**src/rtl/uart_bus_master.sv**
```systemverilog
// -----------------------------------------------------------------------------
// uart_bus_master
//
// Debug bus initiator. It parses command frames from a UART receiver and
// issues single read/write transactions on the J1-style peripheral I/O bus,
// next to the CPU (an external mux selects between the two masters). Replies
// go back through a UART transmitter.
//
//   'W' AH AL DH DL  -> one io_wr cycle, reply 'K'
//   'R' AH AL        -> one io_rd cycle, reply DH then DL
//
// Optional feature macro: UBM_CHECKSUM_EN
//   When defined, a checksum byte CK follows the last payload byte. CK is the
//   8-bit sum of every preceding byte of the frame, including the opcode. A bad
//   CK suppresses the bus access and the reply is 'E'.
//
// Parameters
//   RD_LAT       cycles from the io_rd cycle to the io_din sample (0 = same cycle)
//   TIMEOUT_CYC  idle cycles allowed between the bytes of a frame (0 = never)
//
// Ports
//   clk, rst       clock, asynchronous active-high reset
//   rx_data/valid  received byte; rx_valid is a one-cycle pulse
//   tx_data/start  byte and one-cycle request pulse to the transmitter
//   tx_busy        transmitter busy; rises the cycle after tx_start
//   io_addr        bus address ([15:8] feeds the chip-select decode)
//   io_dout        write data
//   io_rd, io_wr   one-cycle strobes, never high together
//   io_din         read data from the peripheral mux
//   busy           high whenever the block is not idle
// -----------------------------------------------------------------------------
module uart_bus_master #(
    parameter int RD_LAT      = 0,
    parameter int TIMEOUT_CYC = 50000000
) (
    input  logic        clk,
    input  logic        rst,
    input  logic [7:0]  rx_data,
    input  logic        rx_valid,
    output logic [7:0]  tx_data,
    output logic        tx_start,
    input  logic        tx_busy,
    output logic [15:0] io_addr,
    output logic [15:0] io_dout,
    output logic        io_rd,
    output logic        io_wr,
    input  logic [15:0] io_din,
    output logic        busy
);

`ifdef UBM_CHECKSUM_EN
    localparam bit CK_EN = 1'b1;
`else
    localparam bit CK_EN = 1'b0;
`endif

    localparam logic [7:0] OP_WR  = 8'h57;  // 'W'
    localparam logic [7:0] OP_RD  = 8'h52;  // 'R'
    localparam logic [7:0] RPL_OK = 8'h4B;  // 'K'
    localparam logic [7:0] RPL_ER = 8'h45;  // 'E'

    localparam int LAT_W = (RD_LAT > 1) ? $clog2(RD_LAT + 1) : 1;
    localparam int TO_W  = (TIMEOUT_CYC > 1) ? $clog2(TIMEOUT_CYC + 1) : 1;

    typedef enum logic [3:0] {
        IDLE,
        ADDR_H,
        ADDR_L,
        DATA_H,
        DATA_L,
        CHECK,
        BUS_WR,
        BUS_RD,
        RD_WAIT,
        TX0,
        TX0_GAP,
        TX1,
        TX1_GAP,
        TX_DONE
    } state_t;

    state_t             state_q, state_d;
    logic [15:0]        addr_q, addr_d;
    logic [15:0]        dout_q, dout_d;
    logic [15:0]        rdata_q, rdata_d;
    logic               is_rd_q, is_rd_d;
    logic               err_q, err_d;
    logic [7:0]         sum_q, sum_d;
    logic [TO_W-1:0]    to_cnt_q, to_cnt_d;
    logic [LAT_W-1:0]   lat_cnt_q, lat_cnt_d;

    logic               in_parse;
    logic               timeout_hit;
    logic [7:0]         byte0;

    // NOTE: state registers use non-blocking assignments so every flop samples
    // the pre-edge values; blocking here would create order-dependent races.
    always_ff @(posedge clk or posedge rst) begin
        if (rst) begin
            state_q   <= IDLE;
            addr_q    <= '0;
            dout_q    <= '0;
            rdata_q   <= '0;
            is_rd_q   <= 1'b0;
            err_q     <= 1'b0;
            sum_q     <= '0;
            to_cnt_q  <= '0;
            lat_cnt_q <= '0;
        end else begin
            state_q   <= state_d;
            addr_q    <= addr_d;
            dout_q    <= dout_d;
            rdata_q   <= rdata_d;
            is_rd_q   <= is_rd_d;
            err_q     <= err_d;
            sum_q     <= sum_d;
            to_cnt_q  <= to_cnt_d;
            lat_cnt_q <= lat_cnt_d;
        end
    end

    assign in_parse = (state_q == ADDR_H) || (state_q == ADDR_L) ||
                      (state_q == DATA_H) || (state_q == DATA_L) ||
                      (state_q == CHECK);

    // Abort fires on the idle cycle that brings the count to TIMEOUT_CYC.
    assign timeout_hit = (TIMEOUT_CYC != 0) && in_parse && !rx_valid &&
                         (to_cnt_q == TO_W'(TIMEOUT_CYC - 1));

    assign byte0 = err_q   ? RPL_ER :
                   is_rd_q ? rdata_q[15:8] : RPL_OK;

    assign io_addr = addr_q;
    assign io_dout = dout_q;
    assign busy    = (state_q != IDLE);

    // NOTE: every signal written below gets a default first, so no path can
    // leave one unassigned and infer a latch.
    always_comb begin
        state_d   = state_q;
        addr_d    = addr_q;
        dout_d    = dout_q;
        rdata_d   = rdata_q;
        is_rd_d   = is_rd_q;
        err_d     = err_q;
        sum_d     = sum_q;
        to_cnt_d  = to_cnt_q;
        lat_cnt_d = lat_cnt_q;
        io_rd     = 1'b0;
        io_wr     = 1'b0;
        tx_start  = 1'b0;
        tx_data   = 8'h00;

        // Inter-byte idle counter: runs only inside a frame.
        if (!in_parse || rx_valid || TIMEOUT_CYC == 0) begin
            to_cnt_d = '0;
        end else begin
            to_cnt_d = to_cnt_q + TO_W'(1);
        end

        case (state_q)
            IDLE: begin
                if (rx_valid && (rx_data == OP_WR || rx_data == OP_RD)) begin
                    is_rd_d = (rx_data == OP_RD);
                    err_d   = 1'b0;
                    sum_d   = rx_data;
                    state_d = ADDR_H;
                end
            end
            ADDR_H: begin
                if (rx_valid) begin
                    addr_d[15:8] = rx_data;
                    sum_d        = sum_q + rx_data;
                    state_d      = ADDR_L;
                end
            end
            ADDR_L: begin
                if (rx_valid) begin
                    addr_d[7:0] = rx_data;
                    sum_d       = sum_q + rx_data;
                    if (is_rd_q) state_d = CK_EN ? CHECK : BUS_RD;
                    else         state_d = DATA_H;
                end
            end
            DATA_H: begin
                if (rx_valid) begin
                    dout_d[15:8] = rx_data;
                    sum_d        = sum_q + rx_data;
                    state_d      = DATA_L;
                end
            end
            DATA_L: begin
                if (rx_valid) begin
                    dout_d[7:0] = rx_data;
                    sum_d       = sum_q + rx_data;
                    state_d     = CK_EN ? CHECK : BUS_WR;
                end
            end
            CHECK: begin
                if (rx_valid) begin
                    if (rx_data == sum_q) begin
                        state_d = is_rd_q ? BUS_RD : BUS_WR;
                    end else begin
                        err_d   = 1'b1;
                        state_d = TX0;
                    end
                end
            end
            BUS_WR: begin
                io_wr   = 1'b1;
                state_d = TX0;
            end
            BUS_RD: begin
                io_rd = 1'b1;
                if (RD_LAT == 0) begin
                    rdata_d = io_din;
                    state_d = TX0;
                end else begin
                    lat_cnt_d = LAT_W'(1);
                    state_d   = RD_WAIT;
                end
            end
            RD_WAIT: begin
                // io_addr is untouched here, so it stays valid through the sample.
                if (lat_cnt_q == LAT_W'(RD_LAT)) begin
                    rdata_d = io_din;
                    state_d = TX0;
                end else begin
                    lat_cnt_d = lat_cnt_q + LAT_W'(1);
                end
            end
            TX0: begin
                tx_data = byte0;
                if (!tx_busy) begin
                    tx_start = 1'b1;
                    state_d  = TX0_GAP;
                end
            end
            TX0_GAP: begin
                // One cycle for the transmitter to raise tx_busy.
                tx_data = byte0;
                state_d = (is_rd_q && !err_q) ? TX1 : TX_DONE;
            end
            TX1: begin
                tx_data = rdata_q[7:0];
                if (!tx_busy) begin
                    tx_start = 1'b1;
                    state_d  = TX1_GAP;
                end
            end
            TX1_GAP: begin
                tx_data = rdata_q[7:0];
                state_d = TX_DONE;
            end
            TX_DONE: begin
                if (!tx_busy) state_d = IDLE;
            end
            default: state_d = IDLE;
        endcase

        if (timeout_hit) begin
            state_d = IDLE;
        end
    end

endmodule

```
**config.mk**
```make
export PLATFORM = sky130hd
export DESIGN_NAME = uart_bus_master
export DESIGN_NICKNAME = d
export VERILOG_FILES = /design/src/rtl/uart_bus_master.sv
export SDC_FILE = /design/constraint.sdc
export NUM_CORES = 1
export LEC_CHECK = 0
export ABC_AREA = 1
export ABC_CLOCK_PERIOD_IN_PS = 3500
export CORE_ASPECT_RATIO = 1.2
export CORE_MARGIN = 2
export CORE_UTILIZATION = 46
export DETAILED_ROUTE_END_ITERATION = 10
export GPL_TIMING_DRIVEN = 1
export PLACE_DENSITY = 0.7
export SYNTH_ARGS = -nofsm -noshare
export SYNTH_HDL_FRONTEND = slang
export SYNTH_SLANG_ARGS = --single-unit
```
**constraint.sdc**
```tcl
create_clock -name clk -period 3.5 [get_ports clk]
set_clock_uncertainty 0.1 [all_clocks]
set_input_delay 0.7 -clock clk [delete_from_list [all_inputs] [get_ports clk]]
set_output_delay 0.7 -clock clk [all_outputs]
set_load 0.03 [all_outputs]
```
# Yosys cells after proc, flatten, opt, wreduce, memory -nomap -nowiden
# Cells that the tools add are included.
# totals
ff_bits	89
input_bits	28
wordCells	112
out_inout_bits	44
# op_classes
eq_ne	32
add_sub_neg	3
mux	34
n_reduce_logical	32
# ops
cell	count
$pmux W4 S13	1
$mux W4	12
$mux W8	4
$pmux W16 S2	1
$pmux W8 S2	2
$ne A3 B3 Y1 const B	10
$add A26 B1 Y26 const B	1
$eq A26 B26 Y1 const B	1
$mux W26	1
$eq A4 B4 Y1 const B	6
$eq A4 B3 Y1 const B	4
$eq A8 B7 Y1 const B	2
$mux W16	1
$reduce_and A2 Y1	6
$reduce_and A10 Y1	1
$mux W1	9
$add A8 B8 Y8	1
$eq A4 B2 Y1 const B	2
$eq A8 B8 Y1	1
$ne A2 B2 Y1 const B	4
$reduce_or A2 Y1	4
$logic_or A1 B1 Y1	6
$mux W3	2
$reduce_bool A2 Y1	3
other kinds (11)	16

# Longest topological paths before layout
# Gate-level depths: netlist of the first run.
# depth
depth_word	9
mapped_depth	11
mapped_depth_nobuf	11

# Worst setup path after synthesis of the first run
# OpenSTA, ideal clock, no wires.
# synth_timing
path_kind	register to output
start	reg state_q[0]
end	out tx_data[4]
arrival_time_ns	1.685
required_time_ns	2.700
stages_incl_launch_ff	6
n_path_buf	0
setup_slack_ns	1.015
cell_sequence	dfrtp_1 inv_1 nand2_1 nor2_1 nor2_2 o32ai_1
# synth_via
elab_chain_cells	3
elab_cells_between_ends	7
cone_classes	eq/ne (4); mux (1); reduce/logical (2)
# synth_rtl
item	line_no	source
from (decl)	82	state_t state_q, state_d;
from (signal assigned)	110	state_q <= state_d;
$eq A4 B4 Y1	161	case (state_q)
$reduce_or A2 Y1 (no source line)	--	
$pmux W8 S2 *	161	
to (decl)	40	output logic [7:0] tx_data,
# Mark *: on every way between the ends. The rest lies on a longest branch, timed or not.

# Worst setup path after layout of the first run
# layout_timing
start	reg state_q[0]
end	out tx_data[1]
# Same word-level chain as after synthesis.

==> qor.yml, run 1 <==
status: "finished clean"
slew_viol_final: 0
cts_tree: "done"
wl_mm: 11.64
endpoint_kind: "output pin"
grt_pass1_vias: 4321
core_area_um2: 10110
cp_max_fo: 6
ys_async_sr_fraction: 1.000
vias: 4348
p_clk_frac: 0.208
whs_ns: 0.3892
grt_overflow: 0
hold_path.class: "reg -> reg"
relSlewSlack: 0.5675
start_kind: "flop"
max_stage_delay_ns: 0.70
multi_input_area_um2: 2215
yosysTopAreaCellShare: 0.4586
crit_required_ns: 2.70
seqPwrFrac: 0.337
die_x_um: 97.27
seq_area_frac_synth: 0.4586
gp_congestion: 0.9825
yosysTopAreaCell: "dfrtp_1"
synth_edf_count: 0
grt_max_degree: 89
wl_per_cell_um: 13.68
wl_met1_mm: 5.009
ant_nets: 0
drt_iter0_drc: 220
synth.area.top_cells: "dfrtp_1, nand2_1, nor2_1"
grt_pass1_wl_mm: 19.99
layoutNonFillerInstCount: 851
finalHoldViolations: 0
cts-root-buf: "clkbuf_16"
yosysWarnings: 0
top_layer: "met4"
hold_buffers: 0
antenna_cells: 0
finalCoreUtilization: 0.5873
wl_met2_mm: 5.742
syn_area_um2: 4802
fillers: 943
critPathArrivalTime_ns: 2.44
cap_violations: 0
hpwl_mm: 8.575
cts_setup_buffers: 0
synth_cell_types: 36
leakage_uw: 0.002788
slowest_stage: "clkdlybuf4s50_1"
antenna_found_initial: 0
synth.top_cells.by_count: "nand2_1, dfrtp_1, nor2_1"
h-tree-depth: 3
fin_setup_tns_ns: 0
path_common_cell: "inv_1"
fmax_ghz: 0.3085
clk_path_buf_depth: 2
clk_latency_ns: 0.34
vdd_ir_drop_max_mv: 0.5180
netlist_instances: 648
layout-drive-gt1-share: 0.06345
area_growth_syn_to_layout_pct: 23.63
cts_made_buffers: 9
clkSlewWorstSetupHoldPaths_ns: 0.07
numPortBuffers: 71
tightest_slew_ns: 0.6464
intPower_uw: 2654
dieArea_um2: 11280
yosysMostFrequentCell: "nand2_1"
criticalPathCategory: "reg -> out"
power.net_switching_uw: 2011
dr.pass1.iters: 5
synthesis.nets: 685
met3_wirelength_um: 639
power_density_nw_per_um2: 785.8
track_usage: 0.2190
pin_count: 72
start_util: 0.4750
cts.sinks: 88
swShare: 0.4312
crit_chain: "inv_1 -> nand2_1 -> nor2_1 -> nor2_2 -> inv_1 -> o21ai_0 -> o22ai_1 -> clkdlybuf4s50_1"
avgSynthCellArea_um2: 7.411
synth_flop_cell: "dfrtp_1"
nets: 757
synth_seq_cells: 88
rsz0062_at_grt: "false"
fin_crit_ns: 3.241
ctsResizeCount: 0
drc: 0
dp.cells: 835
routed_via_density: 5.109
min_period_over_period: 0.9261
row_count: 40
setup_viol: 0
share_comb_of_total_power: 0.455
seqCellArea_um2: 2202
fp.dieH_um: 115.9
-- cells in the final DEF, fill, tap and decap left out, types with 4 or more instances in the layout --
cell type,instances
clkbuf_16,9
o21ai_0,53
o22ai_1,4
dfrtp_1,88
mux2_2,5
nand2_1,192
nand3_1,37
a21oi_1,10
nand2_2,5
ha_1,8
xor2_1,4
inv_1,79
nor3_1,14
nor2_1,87
nand4_1,8
clkdlybuf4s50_1,71
nor2_2,5
o21ai_1,11
-- power groups by stage --
stage	Sequential (uW)	Combinational, uW	Clock (uW)
final	1570	2120	970
after global routing	1610	2370	1040
after CTS	1570	2130	994
after detailed placement	1590	2120	0
after global placement	1580	2080	0
after floorplan	1860	1170	0
-- worst max-delay path, delay by kind of cell, from the launching register on --
| family | cells | cell delay, ns |
|---|---|---|
| AO/OA/AOI/OAI | 2 | 0.22 |
| buffers and inverters | 3 | 1.01 |
| flip-flops | 1 | 0.46 |
| AND/OR/NAND/NOR | 3 | 0.41 |
-- stage by stage --
stage	power, uW	setup WS (ns)	instance area (um^2)
detailed placement	3710	0.5819	5625
floorplan	3029	0.4214	4802
global route	5014	0.09162	5937
global placement	3657	0.6411	5625
CTS	4700	0.2570	5937
finish	4665	0.2588	5937
-- flip-flops by register name, summed over array words and instances, names as in the netlist --
| signal | count |
|---|---|
| to_cnt_q | 26 |
| io_addr | 16 |
| sum_q | 8 |
| rdata_q | 16 |
| state_q | 4 |
| err_q | 1 |
| io_dout | 16 |
| is_rd_q | 1 |
-- final timing paths --
check	startpoint	slack (ns)	to	cells past startpoint
max	state_q[0]$_DFFE_PP0P_	0.26	tx_data[1]	8
min	io_dout[3]$_DFFE_PP0P_	0.39	io_dout[3]$_DFFE_PP0P_	2
max reg2reg	to_cnt_q[0]$_DFF_PP0_	1.54	to_cnt_q[14]$_DFF_PP0_	8
min reg2reg	io_dout[3]$_DFFE_PP0P_	0.39	io_dout[3]$_DFFE_PP0P_	2
max in group asynchronous	rst	2.26	io_dout[15]$_DFFE_PP0P_	3
min in group asynchronous	rst	0.63	sum_q[6]$_DFFE_PP0P_	3
-- cell families after synthesis --
group | synth area share
AND/OR/NAND/NOR | 0.3121
AO/OA/AOI/OAI | 0.1014
flip-flops | 0.4586
adder cells (fa/ha/maj) | 0.02501
buffers and inverters | 0.08025
multiplexers | 0.01172
XOR/XNOR | 0.01094
-- cell type report --
cell class,instances,area share
multi-input cells,465,0.3730
flip-flops and latches,88,0.3709
repair buffers,73,0.1243
inverters,83,0.05269
clock buffers,9,0.03793
well taps,126,0.02655
clock inverters,7,0.01454
-- metal layers --
metal	vias to the layer above	global-route usage
met5	-	0
met4	0	0.09630
met3	24	0.04644
met2	118	0.3759
met1	1995	0.2699
li1	2211	-
Note: power is estimated with default switching activity, not from simulation.
==> run 2, diff against run 1 <==
--- a/config.mk
+++ b/config.mk
@@ -5,7 +5,6 @@
 export SDC_FILE = /design/constraint.sdc
 export NUM_CORES = 1
 export LEC_CHECK = 0
-export ABC_AREA = 1
 export ABC_CLOCK_PERIOD_IN_PS = 3500
 export CORE_ASPECT_RATIO = 1.2
 export CORE_MARGIN = 2
==> qor.yml, run 2 <==
cp_top_family: "buffers and inverters"
wl_mm: 10.11
yosysMostFrequentCell: "dfrtp_1"
critPathArrivalTime_ns: 2.49
routed_via_density: 5.498
ant_nets: 0
grt_pass1_vias: 3504
core_area_um2: 9515
leakage_uw: 0.002305
power_density_nw_per_um2: 880.4
drt_iter0_drc: 150
clk_path_buf_depth: 2
wl_met1_mm: 4.514
synth_seq_cells: 88
slowest_stage: "clkdlybuf4s50_1"
setup_viol: 0
seq_area_frac_synth: 0.4879
wl_per_cell_um: 15.99
hpwl_mm: 7.252
pin_count: 72
hold_buffers: 0
place_area_um2: 5381
top_register: "to_cnt_q"
ys_async_sr_fraction: 1.000
cts_setup_buffers: 0
area_growth_syn_to_layout_pct: 26.06
drc: 0
hold_path.class: "reg -> reg"
final_area_um2: 5689
antenna_found_initial: 0
nets: 541
layout-drive-gt1-share: 0.1611
synth.top_cells.by_count: "dfrtp_1, mux2_2, nor2_1"
status: "finished clean"
gp_congestion: 0.9083
yosysWarnings: 0
max_stage_delay_ns: 0.70
synth.area.top_cells: "dfrtp_1, mux2_2, xnor2_1"
final_common_cell: "dfrtp_1"
met3_wirelength_um: 483
criticalPathCategory: "reg -> out"
rsz0062_at_grt: "false"
cap_violations: 0
grt_max_degree: 58
synth_edf_count: 0
start_kind: "flop"
start_util: 0.4743
crit_required_ns: 2.70
endpoint_kind: "output pin"
numPortBuffers: 71
cts_tree: "done"
ctsResizeCount: 0
wl_met2_mm: 4.914
finalHoldViolations: 0
path_buf_inv: 1
row_count: 39
synth_flop_cell: "dfrtp_1"
clkSlewWorstSetupHoldPaths_ns: 0.06
clk_latency_ns: 0.34
fp.dieH_um: 112.5
syn_area_um2: 4513
vdd_ir_drop_max_mv: 0.5657
total_power_uw: 5009
tightest_slew_ns: 0.6573
mostFrequentLayoutCells: "dfrtp_1, clkdlybuf4s50_1, mux2_2, nor2_1, nand2_1"
fin_setup_tns_ns: 0
yosysTopAreaCellShare: 0.4879
top_layer: "met4"
cts-root-buf: "clkbuf_16"
crit_chain: "nand2b_1 -> o22ai_1 -> and2_1 -> nand2_1 -> o21ai_0 -> clkdlybuf4s50_1"
min_period_over_period: 0.9409
track_usage: 0.2044
slew_viol_final: 0
h-tree-depth: 3
yosysTopAreaCell: "dfrtp_1"
grt_pass1_wl_mm: 17.06
r2r_slack_ns: 1.19
relSlewSlack: 0.5613
die_x_um: 94.42
cts_made_buffers: 9
avgSynthCellArea_um2: 10.50
dr.pass1.iters: 5
fin_crit_ns: 3.293
cts.sinks: 88
grt_overflow: 0
cp_max_fo: 15
dieArea_um2: 10620
synthesis.nets: 467
largest_reg_flops: 26
fmax_ghz: 0.3037
antenna_cells: 0
finalCoreUtilization: 0.5979
vias: 3475
netlist_instances: 430
synth_cell_types: 55
==> run 2: cell types whose count changed after synthesis, moves of 19 or more <==
cell	delta
nand2_1	-161
inv_1	-67
nor2_1	-44
mux2_2	+40
o21ai_0	-30
nand3_1	-21
xnor2_1	+19
==> run 2: per-stage QoR <==
step           hold WS [ns]  std cells  setup WS [ns]
6_report             0.3872        632         0.2068
5_1_grt              0.4147        632       0.006202
4_1_cts              0.3921        632         0.1674
3_5_place_dp         0.3788        616         0.3987
3_3_place_gp         0.3645        616         0.4406
2_1_floorplan        0.3714        430         0.4214
==> run 2: path summary, 6_finish.rpt <==
check,start,endpoint,depth (start not counted)
worst max-delay path,state_q[1]$_DFFE_PP0P_,tx_data[2],6
worst min-delay path,io_addr[2]$_DFFE_PP0P_,io_addr[2]$_DFFE_PP0P_,2
worst max register to register,state_q[0]$_DFFE_PP0P_,rdata_q[1]$_DFFE_PP0P_,5
worst min register to register,io_addr[2]$_DFFE_PP0P_,io_addr[2]$_DFFE_PP0P_,2
max in group asynchronous,rst,rdata_q[6]$_DFFE_PP0P_,3
min in group asynchronous,rst,io_dout[12]$_DFFE_PP0P_,2
==> run 2: area by class of cell <==
type                       instances  area (um^2)
timing repair buffer              81        798.3
sequential                        88         2202
inverter                          13        50.05
clock buffer                      12        256.5
multi-input combinational        311         2177
tap                              123        153.9
fill                             817         3826
clock inverter                     4        51.30
==> run 2: cells by family after synthesis <==
logic type               Yosys count  share of synthesized area
AO/OA/AOI/OAI                     70                     0.1012
XOR/XNOR                          26                    0.05046
adder cells (fa/ha/maj)            9                    0.02662
buffers and inverters             31                    0.02966
flip-flops                        88                     0.4879
multiplexers                      48                     0.1189
AND/OR/NAND/NOR                  158                     0.1852
==> run 2: where the power goes <==
| group | internal [uW] | switching [uW] | leakage (uW) | total (uW) |
|---|---|---|---|---|
| clock | 594 | 386 | 0.000149 | 979 |
| combinational | 1080 | 1330 | 0.00105 | 2410 |
| sequential | 1380 | 240 | 0.00111 | 1620 |
==> run 2: worst reg2reg max path, delay by kind of cell, from the launching register on <==
kind / cells / cell delay, ns
and+or+nand+nor: 2 / 0.43
DFF: 1 / 0.50
AOI/OAI and AO/OA: 1 / 0.50
buffers and inverters: 1 / 0.25
muxes: 1 / 0.42
==> run 2: routing by layer <==
metal | GRT usage | up-vias
met2 | 0.3219 | 74
met3 | 0.05705 | 18
li1 | - | 1678
met1 | 0.2666 | 1705
met5 | 0 | -
met4 | 0.08213 | 0
==> run 3, diff against run 2 <==
--- a/config.mk
+++ b/config.mk
@@ -7,7 +7,6 @@
 export LEC_CHECK = 0
 export ABC_CLOCK_PERIOD_IN_PS = 3500
 export CORE_ASPECT_RATIO = 1.2
-export CORE_MARGIN = 2
 export CORE_UTILIZATION = 46
 export DETAILED_ROUTE_END_ITERATION = 10
 export GPL_TIMING_DRIVEN = 1
==> qor.yml, run 3 (synthesis results as in run 2) <==
layout_setup_ws_ns: 0.2009
setup_viol: 0
largest_reg_flops: 26
antenna_cells: 0
top_register: "to_cnt_q"
clk_latency_ns: 0.34
cp_max_fo: 15
cap_violations: 0
crit_required_ns: 2.70
drc: 0
finalHoldViolations: 0
grt_max_degree: 89
power_density_nw_per_um2: 877.0
wl_per_cell_um: 15.75
start_kind: "flop"
area_growth_syn_to_layout_pct: 25.76
cts_setup_buffers: 0
die_x_um: 92.42
fp.dieH_um: 110.5
pre_cts_ws_ns: 0.3593
antenna_found_initial: 0
start_util: 0.4743
layout-drive-gt1-share: 0.1611
tightest_slew_ns: 0.6403
status: "finished clean"
fin_crit_ns: 3.299
criticalPathCategory: "reg -> out"
critPathArrivalTime_ns: 2.50
grt_pass1_wl_mm: 16.75
cts_tree: "done"
grt_overflow: 0
final_common_cell: "dfrtp_1"
dieArea_um2: 10210
cts.sinks: 88
whs_ns: 0.3869
hold_buffers: 0
gp_congestion: 0.8991
track_usage: 0.2067
slew_viol_final: 0
ctsResizeCount: 0
hpwl_mm: 6.924
rsz0062_at_grt: "false"
layoutNonFillerInstCount: 632
hold_path.class: "reg -> reg"
endpoint_kind: "output pin"
fmax_ghz: 0.3031
h-tree-depth: 3
grt_pass1_vias: 3498
max_stage_delay_ns: 0.70
min_period_over_period: 0.9426
drt_iter0_drc: 152
numPortBuffers: 71
clkSlewWorstSetupHoldPaths_ns: 0.07
dr.pass1.iters: 4
wl_mm: 9.955
mostFrequentLayoutCells: "dfrtp_1, clkdlybuf4s50_1, mux2_2, nor2_1, nand2_1"
cts_made_buffers: 9
dp.cells: 616
cts-root-buf: "clkbuf_16"
clk_path_buf_depth: 2
vias: 3521
crit_chain: "nand2b_1 -> o22ai_1 -> and2_1 -> nand2_1 -> o21ai_0 -> clkdlybuf4s50_1"
whs_path_depth: 2
pin_count: 72
vdd_ir_drop_max_mv: 0.4574
routed_via_density: 5.571
r2r_cells: 6
leakage_uw: 0.002294
nets: 541
fin_setup_tns_ns: 0
ant_nets: 0
core_area_um2: 9515
relSlewSlack: 0.5726
finalCoreUtilization: 0.5965
slowest_stage: "clkdlybuf4s50_1"
row_count: 39
## run 3: changes by cell type in the layout (fill, tap and decap cells not counted)
cell	delta
clkinv_2	-1
clkbuf_8	+1
clkinvlp_4	+1
bufinv_16	-1
## run 3: area by class of cell
type | count | area [um^2]
fill | 818 | 3840
tap | 123 | 153.9
clock inverter | 3 | 23.77
timing repair buffer | 81 | 798.3
multi-input combinational | 311 | 2177
sequential | 88 | 2202
inverter | 13 | 50.05
clock buffer | 13 | 270.3
## run 3: critical path, delay by kind of cell (launching register included)
family	cells	cell delay, ns
buffers and inverters	1	0.70
AND/OR/NAND/NOR	3	0.67
AO/OA/AOI/OAI	2	0.24
flip-flops	1	0.55
## run 3: layer usage
| metal | part of all wire | up-vias | GRT usage |
|---|---|---|---|
| li1 | - | 1685 | - |
| met1 | 0.45 | 1733 | 0.2743 |
| met2 | 0.49 | 89 | 0.3274 |
| met3 | 0.050 | 14 | 0.04752 |
| met4 | 0.016 | 0 | 0.07917 |
| met5 | 0 | - | 0 |
## run 3: power breakdown
part           switching, uW  internal, uW
clock                    388           542
sequential               234          1380
combinational           1350          1090
total                   1970          3010
## run 3: metrics by stage
step | total power [uW] | instance area (um^2)
after global routing | 5273 | 5675
after detailed placement | 4052 | 5381
after CTS | 5009 | 5675
after floorplan | 3248 | 4513
final | 4977 | 5675
after global placement | 4008 | 5381
## run 3: final timing paths
check	startpoint	to	slack [ns]
worst min-delay path	io_dout[1]$_DFFE_PP0P_	io_dout[1]$_DFFE_PP0P_	0.39
worst min register to register	io_dout[1]$_DFFE_PP0P_	io_dout[1]$_DFFE_PP0P_	0.39
max in group asynchronous	rst	to_cnt_q[0]$_DFF_PP0_	2.24
worst max-delay path	state_q[1]$_DFFE_PP0P_	tx_data[2]	0.20
min in group asynchronous	rst	io_dout[11]$_DFFE_PP0P_	0.67
worst max register to register	sum_q[6]$_DFFE_PP0P_	state_q[0]$_DFFE_PP0P_	1.23
